===== config.mk =====
export PLATFORM = sky130hd
export DESIGN_NAME = seq_divider_flat
export DESIGN_NICKNAME = d
export VERILOG_FILES = /design/src/rtl/seq_divider_pkg.sv /design/src/rtl/seq_divider_if.sv /design/src/rtl/seq_divider_div_step.sv /design/src/rtl/seq_divider.sv /design/src/flat_wrapper.sv
export SDC_FILE = /design/constraint.sdc
export NUM_CORES = 1
export LEC_CHECK = 0
export BUFFER_PORTS_ARGS = -buffer_cell sky130_fd_sc_hd__buf_2
export CAP_MARGIN = 20
export CORE_MARGIN = 2
export CORE_UTILIZATION = 57
export DETAILED_ROUTE_END_ITERATION = 12
export GPL_TIMING_DRIVEN = 0
export PLACE_DENSITY = 0.88
export SLEW_MARGIN = 20
export SYNTH_ARGS = -nofsm -noshare
export SYNTH_HDL_FRONTEND = slang
export SYNTH_SLANG_ARGS = --single-unit

===== constraint.sdc =====
create_clock -name clock -period 2.8 [get_ports clock]
set_input_delay 0.42 -clock clock [delete_from_list [all_inputs] [get_ports clock]]
set_output_delay 0.42 -clock clock [all_outputs]
set_load 0.03 [all_outputs]

===== src/rtl/seq_divider_pkg.sv =====
// Shared types and constants for the sequential restoring divider.
package seq_divider_pkg;

  typedef enum logic [1:0] {
    IDLE = 2'd0,
    RUN  = 2'd1,
    FIX  = 2'd2,
    DONE = 2'd3
  } state_t;

  localparam int DIV_ITERS = 32;
  localparam int CNT_W     = 5;
  localparam int WORD_W    = 32;

  typedef logic [WORD_W-1:0] word_t;

  // Two's-complement negate when neg is set; -0x80000000 wraps to itself,
  // which is also the correct unsigned magnitude of the most negative value.
  function automatic word_t cond_neg(input word_t v, input logic neg);
    return neg ? word_t'(-v) : v;
  endfunction

endpackage


===== src/rtl/seq_divider_if.sv =====
// Operand/result handshake between the control FSM and the divider.
interface seq_divider_if #(
  parameter int DIV_W = 32
);
  logic             start;
  logic             is_signed;
  logic [DIV_W-1:0] a;
  logic [DIV_W-1:0] b;
  logic [DIV_W-1:0] lo;
  logic [DIV_W-1:0] hi;
  logic             done;
  logic             div_zero;
  logic             busy;

  modport master (
    output start, is_signed, a, b,
    input  lo, hi, done, div_zero, busy
  );

  modport slave (
    input  start, is_signed, a, b,
    output lo, hi, done, div_zero, busy
  );
endinterface


===== src/rtl/seq_divider_div_step.sv =====
// One restoring-division step: shift {rem, dividend} left, trial-subtract divisor.
module seq_divider_div_step #(
  parameter int DIV_W = 32
) (
  input  logic [DIV_W:0]   rem,
  input  logic [DIV_W-1:0] dividend,
  input  logic [DIV_W-1:0] divisor,
  output logic [DIV_W:0]   rem_next,
  output logic [DIV_W-1:0] dividend_next,
  output logic             q_bit
);

  logic [DIV_W+1:0] shifted;
  logic [DIV_W+1:0] trial;

  // rem is always below divisor, so one extra bit absorbs the shift and the borrow.
  always_comb begin
    shifted       = {rem, dividend[DIV_W-1]};
    trial         = shifted - {2'b00, divisor};
    q_bit         = ~trial[DIV_W+1];
    rem_next      = q_bit ? trial[DIV_W:0] : shifted[DIV_W:0];
    dividend_next = {dividend[DIV_W-2:0], q_bit};
  end

endmodule


===== src/rtl/seq_divider.sv =====
// 32-cycle restoring divider for DIV/DIVU; quotient to LO, remainder to HI.
// Signed DIV support is built only when SEQ_DIVIDER_SIGNED_EN is defined.
module seq_divider
  import seq_divider_pkg::*;
#(
  parameter int DIV_W = 32
) (
  input  logic          clock,
  input  logic          reset,
  seq_divider_if.slave  bus
);

  state_t           state, state_nxt;
  logic [CNT_W-1:0] cnt;
  logic [DIV_W:0]   rem;
  logic [DIV_W-1:0] dvd;
  logic [DIV_W-1:0] dvs;
  logic [DIV_W-1:0] lo_q;
  logic [DIV_W-1:0] hi_q;
  logic             dz_q;

  logic [DIV_W:0]   rem_nxt;
  logic [DIV_W-1:0] dvd_nxt;
  logic             q_bit;
  logic             accept;
  logic             b_zero;
  logic [DIV_W-1:0] a_mag;
  logic [DIV_W-1:0] b_mag;
  logic [DIV_W-1:0] lo_fix;
  logic [DIV_W-1:0] hi_fix;

  assign accept = bus.start && (state == IDLE || state == DONE);
  assign b_zero = (bus.b == '0);

`ifdef SEQ_DIVIDER_SIGNED_EN
  logic q_neg;
  logic r_neg;

  assign a_mag  = cond_neg(bus.a, bus.is_signed && bus.a[DIV_W-1]);
  assign b_mag  = cond_neg(bus.b, bus.is_signed && bus.b[DIV_W-1]);
  assign lo_fix = cond_neg(dvd, q_neg);
  assign hi_fix = cond_neg(rem[DIV_W-1:0], r_neg);

  always_ff @(posedge clock) begin
    if (!reset) begin
      q_neg <= 1'b0;
      r_neg <= 1'b0;
    end else if (accept && !b_zero) begin
      q_neg <= bus.is_signed && (bus.a[DIV_W-1] ^ bus.b[DIV_W-1]);
      r_neg <= bus.is_signed && bus.a[DIV_W-1];
    end
  end
`else
  assign a_mag  = bus.a;
  assign b_mag  = bus.b;
  assign lo_fix = dvd;
  assign hi_fix = rem[DIV_W-1:0];
`endif

  seq_divider_div_step #(.DIV_W(DIV_W)) u_step (
    .rem           (rem),
    .dividend      (dvd),
    .divisor       (dvs),
    .rem_next      (rem_nxt),
    .dividend_next (dvd_nxt),
    .q_bit         (q_bit)
  );

  always_ff @(posedge clock) begin
    if (!reset) state <= IDLE;
    else        state <= state_nxt;
  end

  always_comb begin
    state_nxt = state;
    case (state)
      IDLE:    if (accept) state_nxt = b_zero ? DONE : RUN;
      RUN:     if (cnt == '0) state_nxt = FIX;
      FIX:     state_nxt = DONE;
      DONE:    state_nxt = accept ? (b_zero ? DONE : RUN) : IDLE;
      default: state_nxt = IDLE;
    endcase
  end

  // Datapath: quotient bits accumulate in dvd as the dividend shifts out.
  always_ff @(posedge clock) begin
    if (!reset) begin
      cnt  <= '0;
      rem  <= '0;
      dvd  <= '0;
      dvs  <= '0;
      lo_q <= '0;
      hi_q <= '0;
      dz_q <= 1'b0;
    end else begin
      case (state)
        IDLE, DONE: begin
          if (accept) begin
            if (b_zero) begin
              dz_q <= 1'b1;
            end else begin
              dvd  <= a_mag;
              dvs  <= b_mag;
              rem  <= '0;
              cnt  <= CNT_W'(DIV_ITERS - 1);
              dz_q <= 1'b0;
            end
          end
        end
        RUN: begin
          rem <= rem_nxt;
          dvd <= dvd_nxt;
          cnt <= cnt - 1'b1;
        end
        FIX: begin
          lo_q <= lo_fix;
          hi_q <= hi_fix;
        end
        default: ;
      endcase
    end
  end

  assign bus.lo       = lo_q;
  assign bus.hi       = hi_q;
  assign bus.div_zero = dz_q;
  assign bus.done     = (state == DONE);
  assign bus.busy     = (state == RUN) || (state == FIX);

  logic unused_q_bit;
  assign unused_q_bit = q_bit;

endmodule


===== src/flat_wrapper.sv =====
// flat-port wrapper written by rule: the top's interface ports become plain ports
module seq_divider_flat import seq_divider_pkg::*;
#(
  parameter int DIV_W = 32
)
  (clock, reset, bus_start, bus_is_signed, bus_a, bus_b, bus_lo, bus_hi, bus_done, bus_div_zero, bus_busy);
  seq_divider_if #(.DIV_W(DIV_W)) bus_i ();
  input  logic clock;
  input  logic reset;
  input wire logic [$bits(bus_i.start)-1:0] bus_start;
  input wire logic [$bits(bus_i.is_signed)-1:0] bus_is_signed;
  input wire logic [$bits(bus_i.a)-1:0] bus_a;
  input wire logic [$bits(bus_i.b)-1:0] bus_b;
  output wire logic [$bits(bus_i.lo)-1:0] bus_lo;
  output wire logic [$bits(bus_i.hi)-1:0] bus_hi;
  output wire logic [$bits(bus_i.done)-1:0] bus_done;
  output wire logic [$bits(bus_i.div_zero)-1:0] bus_div_zero;
  output wire logic [$bits(bus_i.busy)-1:0] bus_busy;
  assign bus_i.start = bus_start;
  assign bus_i.is_signed = bus_is_signed;
  assign bus_i.a = bus_a;
  assign bus_i.b = bus_b;
  assign bus_lo = bus_i.lo;
  assign bus_hi = bus_i.hi;
  assign bus_done = bus_i.done;
  assign bus_div_zero = bus_i.div_zero;
  assign bus_busy = bus_i.busy;
  seq_divider #(.DIV_W(DIV_W)) u_core (.clock(clock), .reset(reset), .bus(bus_i));
endmodule

Word-level counts from Yosys, hierarchy flattened
Index checks and enable logic that the tools add are counted.
{"block": "totals", "regBits": 169, "output_inout_bits": 67, "elab_cells": 47, "input_bits": 68}
{"block": "op_classes", "reduce_logical": 12, "n_eq_ne": 7, "add_sub_neg": 2, "muxes": 16, "n_bitwise": 2}
{"operator": "33-bit 2-to-1 mux", "count": 3}
{"operator": "33-bit case mux with 2 select lines", "count": 1}
{"operator": "32-bit 2-to-1 mux", "count": 2}
{"operator": "32-bit case mux with 2 select lines", "count": 1}
{"operator": "34-bit by 32-bit subtractor with 34-bit output", "count": 1}
{"operator": "32-bit logical NOT", "count": 1}
{"operator": "5-bit 2-to-1 mux", "count": 2}
{"operator": "5-bit case mux with 2 select lines", "count": 1}
{"operator": "2-bit 2-to-1 mux", "count": 4}
{"operator": "2-bit case mux with 4 select lines", "count": 1}
{"operator": "2-bit by 1-bit inequality test with 1-bit output, second input constant", "count": 3}
{"operator": "3-bit AND reduction", "count": 2}
{"operator": "5-bit logical NOT", "count": 1}
{"operator": "5-bit by 1-bit subtractor with 5-bit output, second input constant", "count": 1}
{"operator": "2-bit == test, second input constant", "count": 2}
{"operator": "2-bit AND reduction", "count": 2}
{"operator": "2-bit by 1-bit == test with 1-bit output, second input constant", "count": 1}
{"operator": "2-bit logical NOT", "count": 1}
{"operator": "1-bit logical OR", "count": 2}
{"operator": "2-bit inequality test, second input constant", "count": 1}
{"operator": "1-bit NOT", "count": 2}
{"operator": "2-bit nonzero test", "count": 1}
{"operator": "2-bit OR reduction", "count": 1}
{"operator": "1-bit logical AND", "count": 1}
{"operator": "1-bit 2-to-1 mux", "count": 1}

Logic depth before layout (Yosys ltp)
{"block": "depth", "word_depth": 5, "ltp_mapped": 13, "depth_no_buf": 12}

Hierarchy
A second synthesis with hierarchy kept.
{"block": "hier_totals", "cells_unflattened": 1027, "hier_area_um2": 9216.3}
{"module": "seq_divider", "n_inst": 1, "area_per_inst_um2": 6695.2, "seq_area_each_um2": 3383.2, "cells_per_inst": 656}
{"module": "seq_divider_div_step", "n_inst": 1, "area_per_inst_um2": 2521.2, "seq_area_each_um2": 0.0, "cells_per_inst": 371}

Least setup slack after synthesis
OpenSTA, ideal clock, no wires.
{"block": "synth_timing", "path_kind": "reg-to-reg", "startpoint": "register u_core.dvs[22]", "endpoint": "register u_core.rem[32]", "synth_period_minus_slack_ns": 2.573, "path_buffers": 1, "t_arrival_ns": 2.451, "setup_time_ns": 0.122, "stages_incl_launch_ff": 13, "required_ns": 2.678, "slack_ns": 0.227, "path_cell_list": "dfxtp_1 -> inv_1 -> ha_1 -> buf_6 -> a211oi_2 -> o211ai_1 -> a41oi_2 -> nand2_2 -> a211oi_4 -> nor3_4 -> or2_4 -> o211a_1 -> a221o_1"}
{"block": "synth_via", "elab_chain_cells": 3}
{"item": "start, declared", "line": "seq_divider.sv:17", "text": "logic [DIV_W-1:0] dvs;"}
{"item": "start signal, assigned", "line": "seq_divider.sv:103", "text": "dvs <= b_mag;"}
{"item": "34-bit by 32-bit subtractor with 34-bit output", "line": "seq_divider_div_step.sv:19", "text": "trial = shifted - {2'b00, divisor};"}
{"item": "33-bit 2-to-1 mux", "line": "seq_divider_div_step.sv:21", "text": "rem_next = q_bit ? trial[DIV_W:0] : shifted[DIV_W:0];"}
{"item": "33-bit case mux with 2 select lines", "line": "seq_divider.sv:96", "text": "case (state)"}
{"item": "end signal, assigned", "line": "seq_divider.sv:111", "text": "rem <= rem_nxt;"}
{"item": "end, declared", "line": "seq_divider.sv:15", "text": "logic [DIV_W:0] rem;"}
Every way passes these cells.
A chain may end at the register's enable or synchronous reset.

Worst setup path after layout
{"block": "layout_timing", "startpoint": "register u_core.dvs[5]", "endpoint": "register u_core.rem[32]"}
Same word-level chain as after synthesis.

==> impl_results.md <==
* H-tree Lvls at 4
* Post-DP HPWL at 16.4 mm
* Post-synthesis mux area share at 0.104
* Fin crit period at around 2.8 ns
* Average wire per standard cell at about 17 um
* Area of the core at 14500 um2
* Via count at 7908
* Antenna violations before repair at 1
* Post-Syn Area at approximately 8500 um2
* Layout cell share with drive strength beyond 1 at 0.203
* Synth warnings at 0
* Vias in the first global route at 7526
* Drt drc at 0
* Boundary pin count at 135
* Status: finished clean
* Critical path required time at 3.12 ns
* Register area at 3390 um2
* Avg Synthesized Cell Area at 8.27 um2
* Final hold vios at 0
* CP Launch Type: flop
* Library cells used by synthesis at 72
* FP Rows at 44
* Max Slew Vio Count at 0
* Worst relative slew slack at 0.386
* Compound-Gate Fraction of Synth Area at 0.155
* Cts bufs inserted at 17
* Net count of the mapped netlist at approximately 1100
* GP Congestion at 0.904
* DR iter-0 viols at 644
* Top sig layer: met4
* GR Overflow Total at 0
* Pwr dens at about 950 nW/um2
* Worst Path Max Fanout at 6
* Post-Route WL at 22.8 mm
* All-layer global routing usage at 0.282
* Worst Hold Class: input pin to flop
* Critical path data arrival time at 3.08 ns
* Largest area contributor in the netlist: dfxtp_1
* Post-Synth Adder-Cell Area at 0.0600
* Leak at 0.00421 uW
* Die area at 15900 um2
* Sequential area share after synthesis at 0.399
* Synth top area share at 0.399
* Final worst path period share at 0.988
* EDFF count, synth at 0
* Main combinational cell family by area after synthesis: simple AND/OR/NAND/NOR gates
* Flops & latches, synth at 169
* CTS tree: done
* DR WL met2 at 11.3 mm
* Clk buf depth at 2
* Simple-gate portion of the synthesized area at 0.202
* Largest cells by area after synthesis: dfxtp_1 40%, mux2i_1 10%, nand2_1 7.9%
* NumNets Final at 1287
* Root Buffer: clkbuf_16
* TNS Setup at 0 ns
* DR pass1 iterations at 7
* Syn Inst Count at 1024
* Initial Util at 0.583
* Routed wl met3 at 1.66 mm
* Die W at around 130 um
* Setup-failing EPs final at 0
* Die H at 126 um
* Worst Skew at just over 0.01 ns
* Final Util at 0.703
* Clock slew at reported path FFs at roughly 0.07 ns
* Fmax achieved at 362 MHz
* Worst hold slack at approximately 0.24 ns
* Fill cell count at 1122
* Place WS at -0.390 ns
* Setup CP Type: flop to flop
* XOR/XNOR share of the synthesized area at 0.0289
* Post-CTS Hold Fix Bufs at 0
* Routed Antenna Nets at 0
* Crit end category: flop
* Vias/cell at 5.74
* Met1 wire length at between 9 and 10 mm
* Largest net degree at the start of global routing at 17
* First-pass GRT wire length at 36.5 mm
* Maxcap violations at 0
* Worst-Skew Late Latency at about 0.43 ns
* Area grow syn2layout at 20.6%
* Footprint of the multi-input gates at about 4900 um2
* PortBufs at 133
* # clock sinks at 169
* Slew @ Worst Pin at 0.921 ns
* Post-synth top flop: dfxtp_1
* Max IR drop VDD at 0.657 mV
* Ys async rst share at 0
* Fin worst setup slack at approximately 0.034 ns
final timing paths:
path                  start             end  slack (ns)  depth (start not counted)
max           u_core.dvs[5]  u_core.rem[32]        0.03                         11
min                bus_b[8]   u_core.dvs[8]        0.24                          3
max reg2reg   u_core.dvs[5]  u_core.rem[32]        0.03                         11
min reg2reg  u_core.dvs[30]  u_core.dvs[30]        0.46                          2
power by group:
group / internal [uW] / switching [uW] / leakage, uW / total [uW]
Combinational: 1630 / 2720 / 0.00254 / 4340
Clock: 1370 / 961 / 0.000285 / 2330
Sequential: 2740 / 243 / 0.00138 / 2990
Total: 5740 / 3920 / 0.00421 / 9660
critical path, cell delays in order, from the launching register on:
cell and delay [ns]:
dfxtp_1 0.35, inv_1 0.08, ha_4 0.27, o21a_1 0.22, o21ai_1 0.24, a21oi_2 0.07
a21bo_4 0.26, a211oi_4 0.32, nor3_4 0.11, or2_4 0.27, o211a_1 0.22, a221o_1 0.25
kinds of logic (layout without fill, tap and decap cells):
group | after synthesis | after routing
compound gates | 208 | 208
xor+xnor | 28 | 28
buf+inv | 108 | 276
flops | 169 | 169
fa+ha+maj | 40 | 40
mux | 88 | 88
other cells | 0 | 1
simple gates | 383 | 383
area by class of cell:
class,count,share of cell area
Multi-Input combinational cell,747,0.476
Sequential cell,169,0.332
Timing Repair Buffer,138,0.0688
Clock buffer,23,0.0458
Buffer,55,0.0251
Tap cell,184,0.0225
Inverter,51,0.0187
Clock inverter,9,0.0115
Antenna cell,1,0.000245
cells in the final DEF (no fill, tap or decap), types with 11 or more instances in the layout:
cell type,netlist,layout
nand2_1,179,177
dfxtp_1,169,165
buf_2,1,133
nor2_1,98,97
mux2i_1,87,86
a21oi_1,74,68
inv_1,50,50
nand3_1,41,41
clkbuf_1,37,36
a31oi_1,33,33
ha_1,39,26
o21ai_1,21,25
xnor2_1,17,17
clkbuf_16,0,17
o21ai_0,24,16
buf_1,15,15
nor4_1,12,12
xor2_1,11,11
Yosys cell counts, types with 2 or more instances:
master,number
a211oi_1,3
a21o_1,7
a21oi_1,74
a221oi_1,2
a22o_1,2
a22oi_1,3
a31oi_1,33
a32oi_1,6
and2_1,7
and3_1,2
buf_1,15
buf_6,3
clkbuf_1,37
dfxtp_1,169
ha_1,39
inv_1,50
mux2i_1,87
nand2_1,179
nand2_2,4
nand2b_1,8
nand3_1,41
nand4_1,6
nor2_1,98
nor2b_1,5
nor3_1,7
nor4_1,12
o2111ai_1,2
o211a_1,2
o211ai_1,4
o21a_1,3
o21ai_0,24
o21ai_1,21
o221ai_1,2
o31ai_1,2
or2_2,2
xnor2_1,17
xor2_1,11
registers in the layout (all words and copies together), names as in the netlist:
register,count
u_core.bus.lo,32
u_core.bus.div_zero,1
u_core.cnt,5
u_core.dvd,32
u_core.state,2
u_core.rem,33
u_core.bus.hi,32
u_core.dvs,32
stage by stage:
| stage | instance area, um2 | total power, uW | std cells |
|---|---|---|---|
| 3_5_place_dp | 9370 | 7050 | 1341 |
| 4_1_cts | 9980 | 9420 | 1373 |
| 3_3_place_gp | 9370 | 6950 | 1341 |
| 5_1_grt | 10200 | 10200 | 1377 |
| 2_1_floorplan | 8470 | 6080 | 1024 |
| 6_report | 10200 | 9660 | 1377 |
timing repair:
item | CTS | global route
buffers inserted | 0 | 5
pin swaps | 3 | 22
endpoints found under the setup margin | 20 | 32
resized for setup | 12 | 52
layer usage:
layer | vias up | track usage
li1 | 3848 | -
met1 | 3718 | 0.343
met2 | 300 | 0.484
met3 | 42 | 0.0684
met4 | 0 | 0.108
met5 | - | 0
No activity file was read; power rests on OpenSTA's default activity.
